`src/rtl/fetch_stage_if.sv`:
```
// Instruction-memory request/acknowledge bus between fetch and imem.
// The master drives req/addr; the slave answers with ack and same-cycle rdata.
interface fetch_stage_if;
    logic        imem_req_o;
    logic [31:0] imem_addr_o;
    logic        imem_ack_i;
    logic [31:0] imem_rdata_i;

    modport master (
        output imem_req_o,
        output imem_addr_o,
        input  imem_ack_i,
        input  imem_rdata_i
    );

    modport slave (
        input  imem_req_o,
        input  imem_addr_o,
        output imem_ack_i,
        output imem_rdata_i
    );
endinterface

```
`src/rtl/fetch_stage.sv`:
```
// Instruction fetch stage with IF/ID pipeline register, a one-entry skid
// buffer for stalls, and a discard state for redirects under an open request.
module fetch_stage #(
    parameter logic [31:0] RESET_PC  = 32'h0000_0000,
    parameter logic [31:0] NOP_INSTR = 32'h0000_0013
) (
    input  logic                 clk_i,
    input  logic                 rst_n_i,
    fetch_stage_if.master        imem_bus,
    input  logic                 stall_i,
    input  logic                 flush_i,
    input  logic                 redirect_i,
    input  logic [31:0]          redirect_pc_i,
    output logic                 if_id_valid_o,
    output logic [31:0]          if_id_instr_o,
    output logic [31:0]          if_id_pc_o,
    output logic [31:0]          if_id_pc_plus4_o
);

    typedef enum logic [1:0] {
        S_IDLE,
        S_FETCH,
        S_HOLD,
        S_DISCARD
    } state_t;

    state_t      r_state;
    logic [31:0] r_pc;
    logic [31:0] r_pend_pc;
    logic [31:0] r_skid_instr;
    logic [31:0] r_skid_pc;
    logic        r_valid;
    logic [31:0] r_instr;
    logic [31:0] r_id_pc;
    logic [31:0] r_id_pc4;

    logic        w_ack;
    logic [31:0] w_rpc;
    logic        w_fetch_del;
    logic        w_hold_del;
    logic        w_del;
    logic [31:0] w_del_instr;
    logic [31:0] w_del_pc;

    assign w_ack = imem_bus.imem_ack_i;
    assign w_rpc = redirect_pc_i & ~32'd3;

    // The pending request keeps r_pc on the port until its ack arrives.
    assign imem_bus.imem_req_o  = (r_state == S_FETCH) ||
                                  (r_state == S_DISCARD);
    assign imem_bus.imem_addr_o = r_pc;

    assign w_fetch_del = (r_state == S_FETCH) && w_ack &&
                         !redirect_i && !stall_i;
    assign w_hold_del  = (r_state == S_HOLD) &&
                         !redirect_i && !stall_i;
    assign w_del       = w_fetch_del || w_hold_del;
    assign w_del_instr = w_hold_del ? r_skid_instr
                                    : imem_bus.imem_rdata_i;
    assign w_del_pc    = w_hold_del ? r_skid_pc : r_pc;

    always_ff @(posedge clk_i or negedge rst_n_i) begin
        if (!rst_n_i) begin
            r_state      <= S_IDLE;
            r_pc         <= RESET_PC;
            r_pend_pc    <= 32'd0;
            r_skid_instr <= NOP_INSTR;
            r_skid_pc    <= 32'd0;
        end else begin
            case (r_state)
                S_IDLE: r_state <= S_FETCH;
                S_FETCH: begin
                    if (redirect_i) begin
                        if (w_ack) begin
                            r_pc <= w_rpc;
                        end else begin
                            r_pend_pc <= w_rpc;
                            r_state   <= S_DISCARD;
                        end
                    end else if (w_ack) begin
                        r_pc <= r_pc + 32'd4;
                        if (stall_i) begin
                            r_skid_instr <= imem_bus.imem_rdata_i;
                            r_skid_pc    <= r_pc;
                            r_state      <= S_HOLD;
                        end
                    end
                end
                S_HOLD: begin
                    if (redirect_i) begin
                        r_pc    <= w_rpc;
                        r_state <= S_FETCH;
                    end else if (!stall_i) begin
                        r_state <= S_FETCH;
                    end
                end
                S_DISCARD: begin
                    if (w_ack) begin
                        r_pc    <= redirect_i ? w_rpc : r_pend_pc;
                        r_state <= S_FETCH;
                    end else if (redirect_i) begin
                        r_pend_pc <= w_rpc;
                    end
                end
                default: r_state <= S_IDLE;
            endcase
        end
    end

    always_ff @(posedge clk_i or negedge rst_n_i) begin
        if (!rst_n_i) begin
            r_valid  <= 1'b0;
            r_instr  <= NOP_INSTR;
            r_id_pc  <= 32'd0;
            r_id_pc4 <= 32'd0;
        end else if (flush_i) begin
            r_valid <= 1'b0;
            r_instr <= NOP_INSTR;
        end else if (!stall_i) begin
            if (w_del) begin
                r_valid  <= 1'b1;
                r_instr  <= w_del_instr;
                r_id_pc  <= w_del_pc;
                r_id_pc4 <= w_del_pc + 32'd4;
            end else begin
                r_valid <= 1'b0;
                r_instr <= NOP_INSTR;
            end
        end
    end

    assign if_id_valid_o    = r_valid;
    assign if_id_instr_o    = r_instr;
    assign if_id_pc_o       = r_id_pc;
    assign if_id_pc_plus4_o = r_id_pc4;

endmodule

```
`src/flat_wrapper.sv`:
```
// flat-port wrapper written by rule: the top's interface ports become plain ports
module fetch_stage_flat 
#(
    parameter logic [31:0] RESET_PC  = 32'h0000_0000,
    parameter logic [31:0] NOP_INSTR = 32'h0000_0013
)
  (clk_i, rst_n_i, stall_i, flush_i, redirect_i, redirect_pc_i, if_id_valid_o, if_id_instr_o, if_id_pc_o, if_id_pc_plus4_o, imem_bus_imem_req_o, imem_bus_imem_addr_o, imem_bus_imem_ack_i, imem_bus_imem_rdata_i);
  fetch_stage_if imem_bus_i ();
  input  logic clk_i;
  input  logic rst_n_i;
  input  logic stall_i;
  input  logic flush_i;
  input  logic redirect_i;
  input  logic [31:0] redirect_pc_i;
  output logic if_id_valid_o;
  output logic [31:0] if_id_instr_o;
  output logic [31:0] if_id_pc_o;
  output logic [31:0] if_id_pc_plus4_o;
  output wire logic [$bits(imem_bus_i.imem_req_o)-1:0] imem_bus_imem_req_o;
  output wire logic [$bits(imem_bus_i.imem_addr_o)-1:0] imem_bus_imem_addr_o;
  input wire logic [$bits(imem_bus_i.imem_ack_i)-1:0] imem_bus_imem_ack_i;
  input wire logic [$bits(imem_bus_i.imem_rdata_i)-1:0] imem_bus_imem_rdata_i;
  assign imem_bus_imem_req_o = imem_bus_i.imem_req_o;
  assign imem_bus_imem_addr_o = imem_bus_i.imem_addr_o;
  assign imem_bus_i.imem_ack_i = imem_bus_imem_ack_i;
  assign imem_bus_i.imem_rdata_i = imem_bus_imem_rdata_i;
  fetch_stage #(.RESET_PC(RESET_PC), .NOP_INSTR(NOP_INSTR)) u_core (.clk_i(clk_i), .rst_n_i(rst_n_i), .imem_bus(imem_bus_i), .stall_i(stall_i), .flush_i(flush_i), .redirect_i(redirect_i), .redirect_pc_i(redirect_pc_i), .if_id_valid_o(if_id_valid_o), .if_id_instr_o(if_id_instr_o), .if_id_pc_o(if_id_pc_o), .if_id_pc_plus4_o(if_id_pc_plus4_o));
endmodule
```
`config.mk`:
```
export PLATFORM = sky130hd
export DESIGN_NAME = fetch_stage_flat
export DESIGN_NICKNAME = d
export VERILOG_FILES = /design/src/rtl/fetch_stage_if.sv /design/src/rtl/fetch_stage.sv /design/src/flat_wrapper.sv
export SDC_FILE = /design/constraint.sdc
export NUM_CORES = 1
export LEC_CHECK = 0
export ABC_CLOCK_PERIOD_IN_PS = 3000
export CAP_MARGIN = 40
export CELL_PAD_IN_SITES_DETAIL_PLACEMENT = 1
export CELL_PAD_IN_SITES_GLOBAL_PLACEMENT = 2
export CORE_AREA = 2 2 278 143
export CTS_CLUSTER_SIZE = 12
export DETAILED_ROUTE_END_ITERATION = 6
export DIE_AREA = 0 0 280 145
export GPL_ROUTABILITY_DRIVEN = 0
export HOLD_SLACK_MARGIN = 0.12
export MAX_ROUTING_LAYER = met4
export PLACE_DENSITY = 0.77
export SLEW_MARGIN = 10
export SYNTH_ARGS = -nofsm -noshare
export SYNTH_HDL_FRONTEND = slang
export SYNTH_SLANG_ARGS = --single-unit
```
`constraint.sdc`:
```
create_clock -name clk_i -period 3 [get_ports clk_i]
set_input_delay 0.45 -clock clk_i [delete_from_list [all_inputs] [get_ports clk_i]]
set_output_delay 0.45 -clock clk_i [all_outputs]
set_load 0.03 [all_outputs]
```
==> summary.md <==
The min-delay analysis places its worst path in the category reg2reg. The logs give 1185 for the post-synthesis net count and 0 for the number of endpoints failing setup at the final stage. The synthesis-to-finish area growth was 33.4%.

The die is 280 um wide. The number of slew-limit violations in the final report was 0. Iteration count of the initial detailed-routing pass: 5. After detailed routing, the average wire length per cell comes to 21.4 um. The run gives 0 as the buffers inserted during post-CTS setup optimization. STA classifies the critical path endpoint as a register. The number of clock buffers added by TritonCTS is 25. Maximum clock frequency: 0.379 GHz. Fraction of post-synthesis cell area in the top cell type by area: 0.485. The tools report the via count of the first global-routing pass as 10200. The starting DRC count in detailed routing is 595, and the fraction of final layout cells with drive strength greater than 1 is 0.170.

By area the synthesized netlist is led by dfrtp_1, mux2_2, nand2_1. The tools report the count of endpoints failing hold in the final timing report as 0. The post-CTS clock slew at the launch and capture registers of the worst setup and hold paths was 0.06 ns; the area of the core was 38200 sq um.

After detailed routing, the total wire length is 39700 um. In this run the remaining antenna-violating nets after routing total 0. In this run the power density over the cells is 723 nW/um^2. The number of hold-repair buffers added at the cts stage was 1.

In this run, synthesis produced a sequential element count of 225. For the pin with the worst max-slew slack, the measured transition is 0.743 ns. For this run, the leading register cell type out of synthesis is dfrtp_1. Once the clock tree was built, the resizer swapped 0 gates to a different size. After floorplanning, the core was divided into 51 placement rows. The DRC violations left came out at 0.

The maximum fanout encountered on the critical timing path was 16; the count of yosys warnings during synthesis was 0. The die covers 40600 sq um. The vertical die dimension is 145 um. The routed layout has 9870 vias.

The logs give 273 uV for the worst ir drop on vdd and 28800 um for the final HPWL from detailed placement. Total of max-cap violations: 0. The tools report the overall global routing resource usage as 0.201. dfrtp_1 takes more of the synthesized area than any other cell.

The total congestion overflow after global routing was 0. Using the TritonRoute via totals, the vias-per-cell ratio works out to 5.34. Setup repair after global routing left no endpoint under its margin.

For the initial antenna violation count, the log shows 1. The tools report the worst slew margin relative to its limit as 0.504. The maximum level of the CTS H-tree was 1. Hold is met by 0.477 ns. Most common cell in the synthesized netlist: dfrtp_1.

The flow ran to the end, and the final reports show no timing, DRC or antenna violations. Buffers placed on the I/O ports in this run total 197. The run gives 5210 sq um as the footprint of the multi-input gates.

Counting instances in the post-synthesis netlist gives the leading cell types as dfrtp_1, nand2_1, o21ai_0. The tools report the clock skew as 0.0163 ns. The final critical-path share of the clock period is 0.880, and the maximum number of buffers from clock root to sink is 3. The number of top-level pins is 200, and the sequential share of the synthesized area is 0.499.

For the netlist area before placement, the log shows 11300 sq um. The cell count after synthesis came out at 1113. Entering global routing, the biggest net connects 103 pins. By startpoint and endpoint, the worst setup path is classified as reg2reg. For the sequential cell area, the log shows 5640 sq um. At the worst endpoint, the required time is 3.43 ns. The logs give 73 for the number of library cell types mapped by synthesis and 4211 for the number of fill cells. TritonCTS built the clock tree.

Counting every sink on the clock net gives 225. The worst setup path is launched from a register. With fillers left out, the area of the finished cells amounts to 15100 sq um. The first global-routing pass estimated 62300 um of wire. The run gives 0.296 as the effective utilization at floorplan. In this run the clock root is driven by a clkbuf_16. The share of synthesized registers carrying an async set or reset is 1.00, and the data arrival time of the worst path is 3.07 ns. The average instance in the mapped netlist occupies 10.2 sq um. The net count of the finished layout is 1401.

The clock insertion delay at the later pin of the skew report is 0.54 ns, and the total power of the final layout is 0.0109 W. The cell area reported after detailed placement is 14300 sq um. Final critical path time including I/O delays and setup: 2.64 ns. Yosys mapped a number of flops with a built-in enable equal to 0.

For this design the static power due to leakage is 6.40 nW.
-- layout by cell type, fill, tap and decap left out, types with 21 or more instances in the layout --
cell / synthesis / routed
nor2_1: 50 / 50
inv_1: 21 / 21
mux2_2: 86 / 86
clkbuf_16: 0 / 25
mux2i_1: 59 / 59
nand2_1: 161 / 161
dfrtp_1: 219 / 219
nand3_1: 26 / 26
clkdlybuf4s50_1: 0 / 196
a21oi_1: 32 / 32
buf_4: 8 / 70
o21ai_0: 111 / 110
-- cell type report --
class                   count  area share
clock buffers              41      0.0521
multi-input cells         778       0.346
diodes                      1    0.000166
clock inverters             3     0.00141
repair buffers            278       0.180
inverters                  21     0.00523
well taps                 503      0.0417
flip-flops and latches    225       0.374
-- registers in the layout, indices dropped and copies added, names as in the netlist --
| name | cells |
|---|---|
| u_core.if_id_pc_o | 32 |
| u_core.r_pend_pc | 32 |
| u_core.r_skid_pc | 32 |
| u_core.r_skid_instr | 32 |
| u_core.r_state | 2 |
| u_core.if_id_valid_o | 1 |
| u_core.if_id_pc_plus4_o | 30 |
| u_core.imem_bus.imem_addr_o | 32 |
| u_core.if_id_instr_o | 32 |
-- routing by layer --
layer,track usage,vias to the layer above,share of wire
li1,-,4484,-
met4,0.0332,0,0.017
met2,0.297,238,0.44
met1,0.294,5093,0.50
met3,0.0303,55,0.042
met5,-,-,0
-- metrics by stage --
step                      setup WS (ns)  TNS (ns)  cells   util
after floorplan                  0.0114         0   1113      -
after global placement         -0.00724  -0.00724   1803  0.373
after detailed placement        -0.0804    -0.273   1804  0.373
after CTS                         0.404         0   1849  0.394
after global routing              0.228         0   1850  0.395
final                             0.361         0   1850  0.395
-- worst max-delay path, stage by stage (launching register included) --
cell and delay, ns:
dfrtp_1 0.40, buf_4 0.21, nor4b_4 0.17, buf_4 0.16, nor3_1 0.59, o22ai_2 0.28
buf_4 0.23, o31a_1 0.28, o31ai_1 0.22
-- cells by family after synthesis --
logic type,synth area share
DFF,0.499
muxes,0.138
AOI/OAI and AO/OA,0.161
buffers and inverters,0.0428
and+or+nand+nor,0.143
xor gates and xnor gates,0.0139
adders and majority gates,0.00221
-- where the power goes --
| group | internal (W) | leakage, nW | switching (W) |
|---|---|---|---|
| clock network | 0.00178 | 0.401 | 0.00131 |
| logic | 0.00147 | 3.21 | 0.00189 |
| registers | 0.00375 | 2.79 | 0.000696 |
-- path summary, 6_finish.rpt --
check / depth (start not counted) / end / start / slack, ns
setup / recovery: 8 / u_core.if_id_pc_plus4_o[25]$_DFFE_PN0P_ / u_core.r_state[1]$_DFFE_PN0P_ / 0.36
hold reg to reg: 2 / u_core.if_id_instr_o[24]$_DFFE_PN0P_ / u_core.if_id_instr_o[24]$_DFFE_PN0P_ / 0.48
setup reg to reg: 8 / u_core.if_id_pc_plus4_o[25]$_DFFE_PN0P_ / u_core.r_state[1]$_DFFE_PN0P_ / 0.36
max in group asynchronous: 3 / u_core.r_skid_instr[0]$_DFFE_PN1P_ / rst_n_i / 1.65
hold / removal: 2 / u_core.if_id_instr_o[24]$_DFFE_PN0P_ / u_core.if_id_instr_o[24]$_DFFE_PN0P_ / 0.48
min in group asynchronous: 2 / u_core.imem_bus.imem_addr_o[1]$_DFFE_PN0P_ / rst_n_i / 0.52
(Power assumes the default switching activity.)
==> patch: new RTL, same settings <==
The 4 states of `state_t` get a one-hot encoding in 4 bits.
--- a/src/rtl/fetch_stage.sv
+++ b/src/rtl/fetch_stage.sv
@@ -17,11 +17,11 @@
     output logic [31:0]          if_id_pc_plus4_o
 );
 
-    typedef enum logic [1:0] {
-        S_IDLE,
-        S_FETCH,
-        S_HOLD,
-        S_DISCARD
+    typedef enum logic [3:0] {
+        S_IDLE    = 4'b0001,
+        S_FETCH   = 4'b0010,
+        S_HOLD    = 4'b0100,
+        S_DISCARD = 4'b1000
     } state_t;
 
     state_t      r_state;
Behaviour: no difference found for any inputs over 4 cycles, from zero or initial values and one cycle with rst_n_i low; so few cycles prove little.
==> patch against the unedited design <==
Sequential cell count up 2; cell area up 1.4%; worst setup slack worse by 0.14 ns; power up 33%; via count down 0.18%; count of clock-buffer cells in the layout down 2; sequential power up 20%; non-clock buffer count up 10; synthesized area up 1.6%; routed wire length up 3.5%; first-iteration DRC count up 26%; global-route usage up 0.62 points; worst hold slack worse by 0.0011 ns; critical path type unchanged; largest cell class unchanged.
==> patch: results (changes against the unedited design) <==
[status]
status=completed  ; unchanged

[power_and_ir_drop]
p_leak_uw=0.00644  ; was 0.00640 µW
ir_worst_vdd_v=0.000409  ; was 0.000273 V

[placement]
dpl.hpwl_um=29800  ; was 28800 µm
place_area_um2=14500  ; was 14300 µm²
pre_cts_ws_ns=-0.0947  ; was -0.0804 ns
dp_cells=1824  ; was 1804

[global_routing]
grt_util_all_layers_pct=20.7  ; was 20.1%
grt_max_degree=89  ; was 103
grt_pass1_vias=10200  ; about the same
met2_usage_pct=30.5  ; was 29.7%
grt_pass1_wl_um=63400  ; was 62300 µm
grt_antenna_before_repair=0  ; was 1
met1_usage_pct=30.0  ; was 29.4%

[worst_setup_path]
cp_top_family=simple AND/OR/NAND/NOR gates  ; was compound AO/OA/AOI/OAI gates
crit_arrival_ns=3.20  ; was 3.07 ns
cp_slowest_cell=or4b_4  ; was nor3_1
cp_max_fo=4  ; was 16
r2r_slack_ns=0.22  ; was 0.36 ns
crit_path_end=u_core.if_id_pc_plus4_o[28]  ; was u_core.if_id_pc_plus4_o[25]
rr_worst_depth=11  ; was 8

[finish]
fillers=4236  ; was 4211
fin_nets=1420  ; was 1401
finish.utilization_pct=40.0  ; was 39.5%
diodes=0  ; was 1

[synthesis]
synth.net_count=1195  ; was 1185
syn_area_per_cell_um2=10.2  ; about the same
yosys-top-cells-area=dfrtp_1 48%, mux2_2 8.7%, nand2_1 5.3%  ; was dfrtp_1 48%, mux2_2 8.6%, nand2_1 5.3%
yosysSeqAreaShare_pct=49.5  ; was 49.9%
synth_common_cells=220 x dfrtp_1, 161 x nand2_1, 114 x o21ai_0  ; was 219 x dfrtp_1, 161 x nand2_1, 111 x o21ai_0
synth_cell_type_count=70  ; was 73

[routing]
first_iter_violations=752  ; was 595
dr_wl_met2_um=18300  ; was 17400 µm
vias=9852  ; was 9870
drt-met1-wl_um=19900  ; about the same
wl_um=41000  ; was 39700 µm
wl_met3_um=2360  ; was 1680 µm

[timing]
hold_ws_ns=0.476  ; was 0.477 ns
slew_headroom_pct=48.8  ; was 50.4%
fin_worst_skew_ns=0.0155  ; was 0.0163 ns

[clocking]
cts_max_level=1  ; unchanged
cts_made_buffers=24  ; was 25
post_cts_buffers=0  ; unchanged

[worst_hold_path]
min-delay-start=u_core.if_id_instr_o[12]  ; was u_core.if_id_instr_o[24]

==> patch: where the power goes <==
group	total (µW)	internal (µW)	switching (µW)
Clock	2930	1650	1280
Combinational	6220	2680	3540
Sequential	5330	4260	1070
Total	14500	8590	5890
==> patch: final cells by class <==
type | instances | area share, %
multi-input combinational | 803 | 35.7
sequential | 227 | 37.2
timing repair buffer | 288 | 18.0
clock buffer | 39 | 4.76
tap | 503 | 4.12
clock inverter | 3 | 0.0982
inverter | 4 | 0.0982
==> patch: cells by family after synthesis <==
kind of cell | Yosys count | share of synthesized area [%]
simple gates | 360 | 15.2
compound gates | 245 | 13.6
flops | 227 | 49.5
fa+ha+maj | 2 | 0.218
xor+xnor | 48 | 3.66
buf+inv | 93 | 3.78
mux | 148 | 13.9
==> patch: repair_timing <==
item                                    CTS  global route
resized for setup                         0             4
endpoints found under the hold margin    83             0
hold buffers                              1             0
endpoints found under the setup margin    0             1
